File: config.mk
export PLATFORM = sky130hd
export DESIGN_NAME = fifo_write_arbiter_flat
export DESIGN_NICKNAME = d
export VERILOG_FILES = /design/src/rtl/fifo_write_arbiter_if.sv /design/src/rtl/fifo_write_arbiter.sv /design/src/flat_wrapper.sv
export SDC_FILE = /design/constraint.sdc
export NUM_CORES = 1
export LEC_CHECK = 0
export BUFFER_PORTS_ARGS = -buffer_cell sky130_fd_sc_hd__clkbuf_2
export CAP_MARGIN = 20
export CORE_ASPECT_RATIO = 1.25
export CORE_UTILIZATION = 42
export CTS_CLUSTER_SIZE = 40
export DETAILED_ROUTE_END_ITERATION = 10
export PLACE_DENSITY_LB_ADDON = 0.08
export SLEW_MARGIN = 5
export SYNTH_ARGS = -nofsm -noshare
export SYNTH_HDL_FRONTEND = slang
export SYNTH_SLANG_ARGS = --single-unit
File: constraint.sdc
create_clock -name clk -period 6.5 [get_ports clk]
set_clock_uncertainty 0.2 [all_clocks]
set_input_delay 1.3 -clock clk [delete_from_list [all_inputs] [get_ports clk]]
set_output_delay 1.3 -clock clk [all_outputs]
set_load 0.01 [all_outputs]
File: src/rtl/fifo_write_arbiter_if.sv
// Push-side bundle between NUM_REQ valid/ready producers, the write arbiter and the FIFO.
//   req_valid  producer i has a beat
//   req_data   producer i data in bits [i*DATA_WIDTH +: DATA_WIDTH]
//   req_ready  beat of producer i accepted this cycle (one-hot or 0)
//   push       FIFO push strobe
//   wr_data    FIFO write data (granted producer's slice)
//   fifo_full  FIFO full flag (back-pressure)
//   grant_id   index of granted producer, valid when push=1
//   locked     burst lock held by the arbiter
// Modports: master = arbiter side, slave = producers + FIFO side.
interface fifo_write_arbiter_if #(
  parameter int unsigned NUM_REQ    = 4,
  parameter int unsigned DATA_WIDTH = 32
);
  localparam int unsigned IdxW = $clog2(NUM_REQ);

  logic [NUM_REQ-1:0]            req_valid;
  logic [NUM_REQ*DATA_WIDTH-1:0] req_data;
  logic [NUM_REQ-1:0]            req_ready;
  logic                          push;
  logic [DATA_WIDTH-1:0]         wr_data;
  logic                          fifo_full;
  logic [IdxW-1:0]               grant_id;
  logic                          locked;

  modport master (
    input  req_valid, req_data, fifo_full,
    output req_ready, push, wr_data, grant_id, locked
  );

  modport slave (
    output req_valid, req_data, fifo_full,
    input  req_ready, push, wr_data, grant_id, locked
  );
endinterface

File: src/rtl/fifo_write_arbiter.sv
// Round-robin arbiter sharing the push side of a synchronous FIFO among NUM_REQ producers.
// A winner may stream up to BURST_MAX consecutive beats (burst lock) before rotation.
// All outputs are combinational from state + inputs: a beat is pushed in the cycle it is
// accepted. Every producer is back-pressured while fifo_full is high.
// Ports:
//   clk    rising-edge clock
//   reset  asynchronous, active-high; forces all outputs to 0 while asserted
//   bus    fifo_write_arbiter_if.master (producer handshakes, FIFO push side, status)
module fifo_write_arbiter #(
  parameter int unsigned NUM_REQ    = 4,
  parameter int unsigned DATA_WIDTH = 32,
  parameter int unsigned BURST_MAX  = 4
) (
  input logic                  clk,
  input logic                  reset,
  fifo_write_arbiter_if.master bus
);
  localparam int unsigned IdxW = $clog2(NUM_REQ);
  localparam int unsigned CntW = $clog2(BURST_MAX + 1);

  typedef enum logic {StArb, StLock} state_e;

  state_e          r_state,    w_state_next;
  logic [IdxW-1:0] r_rr_ptr,   w_rr_ptr_next;
  logic [IdxW-1:0] r_owner,    w_owner_next;
  logic [CntW-1:0] r_beat_cnt, w_beat_cnt_next;

  logic [IdxW-1:0] w_scan_start;
  logic [IdxW-1:0] w_winner;
  logic            w_found;
  logic            w_grant;
  logic [IdxW-1:0] w_grant_id;
  logic [CntW-1:0] w_cnt_inc;

  function automatic logic [IdxW-1:0] wrap_inc(input logic [IdxW-1:0] idx);
    if (idx == IdxW'(NUM_REQ - 1)) return '0;
    return idx + IdxW'(1);
  endfunction

  // Round-robin scan. In LOCK the scan only matters when the owner has dropped valid,
  // in which case the lock is released and the search starts just past the owner.
  always_comb begin
    int unsigned w_scan_idx;
    w_scan_idx   = 0;
    w_scan_start = (r_state == StLock) ? wrap_inc(r_owner) : r_rr_ptr;
    w_found      = 1'b0;
    w_winner     = '0;
    for (int unsigned k = 0; k < NUM_REQ; k++) begin
      w_scan_idx = 32'(w_scan_start) + k;
      if (w_scan_idx >= NUM_REQ) w_scan_idx = w_scan_idx - NUM_REQ;
      if (!w_found && bus.req_valid[IdxW'(w_scan_idx)]) begin
        w_found  = 1'b1;
        w_winner = IdxW'(w_scan_idx);
      end
    end
  end

  // Next-state: everything holds while the FIFO is full.
  always_comb begin
    w_state_next    = r_state;
    w_rr_ptr_next   = r_rr_ptr;
    w_owner_next    = r_owner;
    w_beat_cnt_next = r_beat_cnt;
    w_grant         = 1'b0;
    w_grant_id      = '0;
    w_cnt_inc       = r_beat_cnt + CntW'(1);

    if (!bus.fifo_full) begin
      if ((r_state == StLock) && bus.req_valid[r_owner]) begin
        w_grant         = 1'b1;
        w_grant_id      = r_owner;
        w_beat_cnt_next = w_cnt_inc;
        if (w_cnt_inc == CntW'(BURST_MAX)) begin
          w_rr_ptr_next = wrap_inc(r_owner);
          w_state_next  = StArb;
        end
      end else if (w_found) begin
        w_grant    = 1'b1;
        w_grant_id = w_winner;
        if (BURST_MAX == 1) begin
          w_rr_ptr_next = wrap_inc(w_winner);
          w_state_next  = StArb;
        end else begin
          w_owner_next    = w_winner;
          w_beat_cnt_next = CntW'(1);
          w_state_next    = StLock;
        end
      end else if (r_state == StLock) begin
        // Owner went idle and nobody else is waiting: drop the lock, resume after owner.
        w_rr_ptr_next   = wrap_inc(r_owner);
        w_beat_cnt_next = '0;
        w_state_next    = StArb;
      end
    end
  end

  // Outputs are gated by reset so they read 0 for the whole reset window.
  always_comb begin
    bus.push      = 1'b0;
    bus.req_ready = '0;
    bus.grant_id  = '0;
    bus.wr_data   = '0;
    bus.locked    = 1'b0;
    if (!reset) begin
      bus.locked = (r_state == StLock);
      if (w_grant) begin
        bus.push                  = 1'b1;
        bus.req_ready[w_grant_id] = 1'b1;
        bus.grant_id              = w_grant_id;
        bus.wr_data               = bus.req_data[w_grant_id * DATA_WIDTH +: DATA_WIDTH];
      end
    end
  end

  always_ff @(posedge clk or posedge reset) begin
    if (reset) begin
      r_state    <= StArb;
      r_rr_ptr   <= '0;
      r_owner    <= '0;
      r_beat_cnt <= '0;
    end else begin
      r_state    <= w_state_next;
      r_rr_ptr   <= w_rr_ptr_next;
      r_owner    <= w_owner_next;
      r_beat_cnt <= w_beat_cnt_next;
    end
  end
endmodule

File: src/flat_wrapper.sv
// flat-port wrapper written by rule: the top's interface ports become plain ports
module fifo_write_arbiter_flat 
#(
  parameter int unsigned NUM_REQ    = 4,
  parameter int unsigned DATA_WIDTH = 32,
  parameter int unsigned BURST_MAX  = 4
)
  (clk, reset, bus_req_valid, bus_req_data, bus_fifo_full, bus_req_ready, bus_push, bus_wr_data, bus_grant_id, bus_locked);
  fifo_write_arbiter_if #(.NUM_REQ(NUM_REQ), .DATA_WIDTH(DATA_WIDTH)) bus_i ();
  input logic clk;
  input logic reset;
  input wire logic [$bits(bus_i.req_valid)-1:0] bus_req_valid;
  input wire logic [$bits(bus_i.req_data)-1:0] bus_req_data;
  input wire logic [$bits(bus_i.fifo_full)-1:0] bus_fifo_full;
  output wire logic [$bits(bus_i.req_ready)-1:0] bus_req_ready;
  output wire logic [$bits(bus_i.push)-1:0] bus_push;
  output wire logic [$bits(bus_i.wr_data)-1:0] bus_wr_data;
  output wire logic [$bits(bus_i.grant_id)-1:0] bus_grant_id;
  output wire logic [$bits(bus_i.locked)-1:0] bus_locked;
  assign bus_i.req_valid = bus_req_valid;
  assign bus_i.req_data = bus_req_data;
  assign bus_i.fifo_full = bus_fifo_full;
  assign bus_req_ready = bus_i.req_ready;
  assign bus_push = bus_i.push;
  assign bus_wr_data = bus_i.wr_data;
  assign bus_grant_id = bus_i.grant_id;
  assign bus_locked = bus_i.locked;
  fifo_write_arbiter #(.NUM_REQ(NUM_REQ), .DATA_WIDTH(DATA_WIDTH), .BURST_MAX(BURST_MAX)) u_core (.clk(clk), .reset(reset), .bus(bus_i));
endmodule
==> results.md <==
Power and ir drop:
- Power spread over the standard cell area amounts to 373 nW/um^2.
- The total leakage power is 0.00155 uW.
- The maximum resistive drop on vdd is around 0.25 mV.

Worst setup path:
- The critical path contains buffers and inverters numbering 3 combined.
- STA classifies the critical path startpoint as an input port.
- The maximum cell stage delay along the critical path is 0.78 ns.
- At the worst endpoint, the arrival time is 3.68 ns.
- The critical path goes through clkbuf_2, mux2_4, a22oi_4, o21a_1, buf_4, a31oi_1, a31oi_1, o22ai_1, clkbuf_2.
- STA classifies the critical path endpoint as an output port.
- At the worst endpoint, the required time is 5.00 ns.
- Of all nets on the critical path, the largest fanout is 26.
- The kind of critical path is input port to output port.
- The largest delay contributor family on the critical path is compound AO/OA/AOI/OAI gates.
- The cell with the largest stage delay on the worst path is o21a_1.

Finish:
- The number of standard cells in the layout, taps in and fillers out is around 490.
- The ratio of cells with drive above 1 in the final layout is a little under half.
- The synthesis-to-layout area growth is 46.0%.
- The area of all placed cells without fillers is between 2000 and 3000 um^2.
- For this run, the post-layout net count is 570.
- The repair_antennas step left the layout with diodes totalling 0.

Timing:
- Based on the critical path, the design can be clocked at up to ~0.19 GHz.
- The setup total negative slack is 0 ns.
- The hold violation total from the final report is 0.
- The relative slew slack is 39.9%.
- Setup violations remaining at the end of the flow were counted as 0.
- Setup repair after global routing left no endpoint under its margin.
- For the pin with the worst max-slew slack, the measured transition is between 0.9 and 1 ns.
- The max-slew violation total from the final report is 0.
- The worst path setup slack after routing is roughly 1.3 ns.
- The routed design could run at a clock period as short as between 5 and 6 ns.
- The share of the clock period used by the worst path after layout is between 70% and 80%.

Synth:
- Counting every net in the synthesized netlist gives roughly 410.
- The synthesized area per cell is 7.18 um^2.
- Counting flops and latches in the post-synthesis netlist gives 8.
- The proportion of synthesized chip area in sequential cells is roughly 10%.
- In the synthesized netlist the async set-or-reset flop fraction comes to 100%.
- The number of distinct library cell variants in the gate-level netlist after synthesis is 46.
- Synthesis produced between 200 and 300 cells.
- The area of the mapped netlist is 1980 um^2.
- The count of flip-flops with a built-in enable after synthesis is 0.
- The most common flop cell mapped by yosys is dfrtp_1.
- The number of warning messages in the yosys log is 0.

Floorplan:
- The die outline width is about 63 um.
- The area of the core region is 4460 um^2.
- The boundary pin count is between 150 and 200.
- The initialized floorplan defines 27 standard-cell rows.
- The total die area is between 4000 and 5000 um^2.
- The initial utilization of the core area, before any placement, comes to around 44%.
- The floorplan step set the die height to just under 80 um.

Place:
- The worst setup slack before clock tree synthesis is around 1.2 ns.
- Once placement finished, the instance area stood at about 2800 um^2.
- The post-placement cell count is slightly below 500.
- The detailed-placement wirelength estimate is 5540 um.
- The final weighted congestion in routability-driven placement is ~0.85.
- In this run the tool buffered the top-level ports with 174 buffer cells.

Clocking:
- The longest clock path from root to sink contains 2 buffers.
- TritonCTS created 3 clock buffers.
- In this run the clock root is driven by a clkbuf_8.
- Gates resized during post-CTS repair numbered 0.
- The insertion delay to the later sink of the worst-skew pair is between 0.2 and 0.25 ns.
- After clock tree synthesis, the setup repair step added 0 buffers.
- In this run the number of H-tree levels came out at 1.
- After clock tree synthesis, the clock-pin slew on the worst setup and hold paths is 0.04 ns.
- The number of clock sinks seen by CTS is 8.
- The hold buffer count at cts is 0.
- TritonCTS built the clock tree.

Routing:
- The average wire length per cell after detail routing is between 15 and 20 um.
- The first detailed-routing pass ran for 4 iterations.
- The count of vias placed by the detailed router is 2781.
- The count of nets left with antenna violations once routing finished came out at 0.
- After detailed routing, the number of vias per cell comes to 5.70.
- The final wirelength is 7540 um.
- The detailed-route DRC error count is 0.
- The starting DRC count in detailed routing is approximately 200.

Global route:
- The global-route congestion overflow total is 0.
- The number of global-route vias before repair is between 2000 and 2500.
- The largest net degree at the start of global routing is 51.
- The initial antenna violation count is 0.
- The wire length of the first global-routing pass is about 12000 um.
- Global routing used 28.3% of the available tracks across all layers.

Flow run:
- The number of violations of the max-capacitance limit is 0.

Run status:
- The run finished with clean final reports.

Hold path:
- The path category of the worst min-delay check is register to register.
-- power breakdown --
| part | switching, uW | internal, uW | leakage (uW) |
|---|---|---|---|
| logic | 514 | 398 | 0.00142 |
| clock network | 18.9 | 40.1 | 0.0000216 |
| registers | 33.0 | 70.6 | 0.000100 |
-- flip-flops by register name, indices dropped and copies added, names as in the netlist --
name / count
u_core.r_rr_ptr: 2
u_core.r_owner: 2
u_core.r_beat_cnt: 3
u_core.r_state: 1
-- through the flow --
stage          hold slack, ns  util (%)  total power [uW]
2_1_floorplan           0.272         -               825
3_3_place_gp            0.300      62.8               987
3_5_place_dp            0.313      62.8               998
4_1_cts                 0.319      63.7              1060
5_1_grt                 0.381      64.7              1170
6_report                0.323      64.7              1080
-- worst reg2reg max path: stages, from the launching register on --
cell     delay (ns)
dfrtp_1        0.52
mux2_2         0.40
a22oi_4        0.26
o21a_1         0.78
a32o_1         0.29
-- area by class of cell --
cell class                 count  area, um^2
sequential                     8         200
inverter                       4        15.0
multi-input combinational    232        1580
timing repair buffer         183         978
tap                           58        72.6
clock buffer                   3        41.3
fill                         438        1580
-- final timing paths --
kind / to / cells past startpoint / startpoint / slack (ns)
max in group asynchronous: u_core.r_rr_ptr[0]$_DFFE_PP0P_ / 2 / reset / 5.01
worst max-delay path: bus_wr_data[10] / 9 / bus_req_valid[3] / 1.32
worst min register to register: u_core.r_rr_ptr[0]$_DFFE_PP0P_ / 2 / u_core.r_rr_ptr[0]$_DFFE_PP0P_ / 0.32
worst min-delay path: u_core.r_rr_ptr[0]$_DFFE_PP0P_ / 2 / u_core.r_rr_ptr[0]$_DFFE_PP0P_ / 0.32
min in group asynchronous: u_core.r_state$_DFFE_PP0P_ / 2 / reset / 0.84
worst max register to register: u_core.r_owner[1]$_DFFE_PP0P_ / 4 / u_core.r_owner[0]$_DFFE_PP0P_ / 3.99
-- cell usage in the layout, fill, tap and decap left out, types with 2 or more instances in the layout --
cell type	n
clkbuf_2	174
ha_1	3
nor2b_1	4
clkbuf_8	3
nand3_1	2
nor2_1	7
buf_4	6
nand3b_1	2
o22ai_1	32
mux2_2	3
a22o_1	2
nand2_1	40
dfrtp_1	8
o21ai_0	4
inv_1	3
nand2b_1	4
o21a_1	2
a31oi_1	65
mux2i_1	33
and2_1	3
nor3_1	2
-- layer usage --
layer / up-vias / wire length (um) / part of all wire [%] / global-route usage [%]
li1: 1396 / - / - / -
met1: 1265 / 3040 / 40 / 35.6
met2: 112 / 3890 / 52 / 51.0
met3: 8 / 530 / 7.0 / 3.05
met4: 0 / 79 / 1.0 / 5.45
met5: - / 0 / 0 / 0
-- cells in the mapped netlist, types with 2 or more instances --
cell | n | share of area (%)
a31oi_1 | 65 | 21
and2_1 | 3 | 0.95
mux2_2 | 3 | 1.7
buf_12 | 2 | 2.0
nor3_1 | 3 | 0.76
clkbuf_1 | 16 | 3.0
o21ai_1 | 2 | 0.51
nand2b_1 | 4 | 1.3
nand2_1 | 40 | 7.6
o22ai_1 | 32 | 10
dfrtp_1 | 8 | 10
o21ai_0 | 4 | 1.0
mux2i_1 | 33 | 17
a22o_1 | 2 | 0.89
inv_1 | 3 | 0.57
nor2_1 | 7 | 1.3
ha_1 | 3 | 1.9
buf_2 | 8 | 2.0
nand3b_1 | 2 | 0.76
nand3_1 | 2 | 0.51
o21a_1 | 2 | 0.76
nor2b_1 | 4 | 1.3
buf_6 | 4 | 2.3
-- logic make-up after synthesis --
| family | synth area share [%] |
|---|---|
| XOR/XNOR | 0.443 |
| flip-flops | 10.1 |
| buffers and inverters | 10.5 |
| multiplexers | 19.2 |
| AO/OA/AOI/OAI | 40.5 |
| adder cells (fa/ha/maj) | 1.90 |
| AND/OR/NAND/NOR | 17.4 |
(Power assumes the default switching activity.)
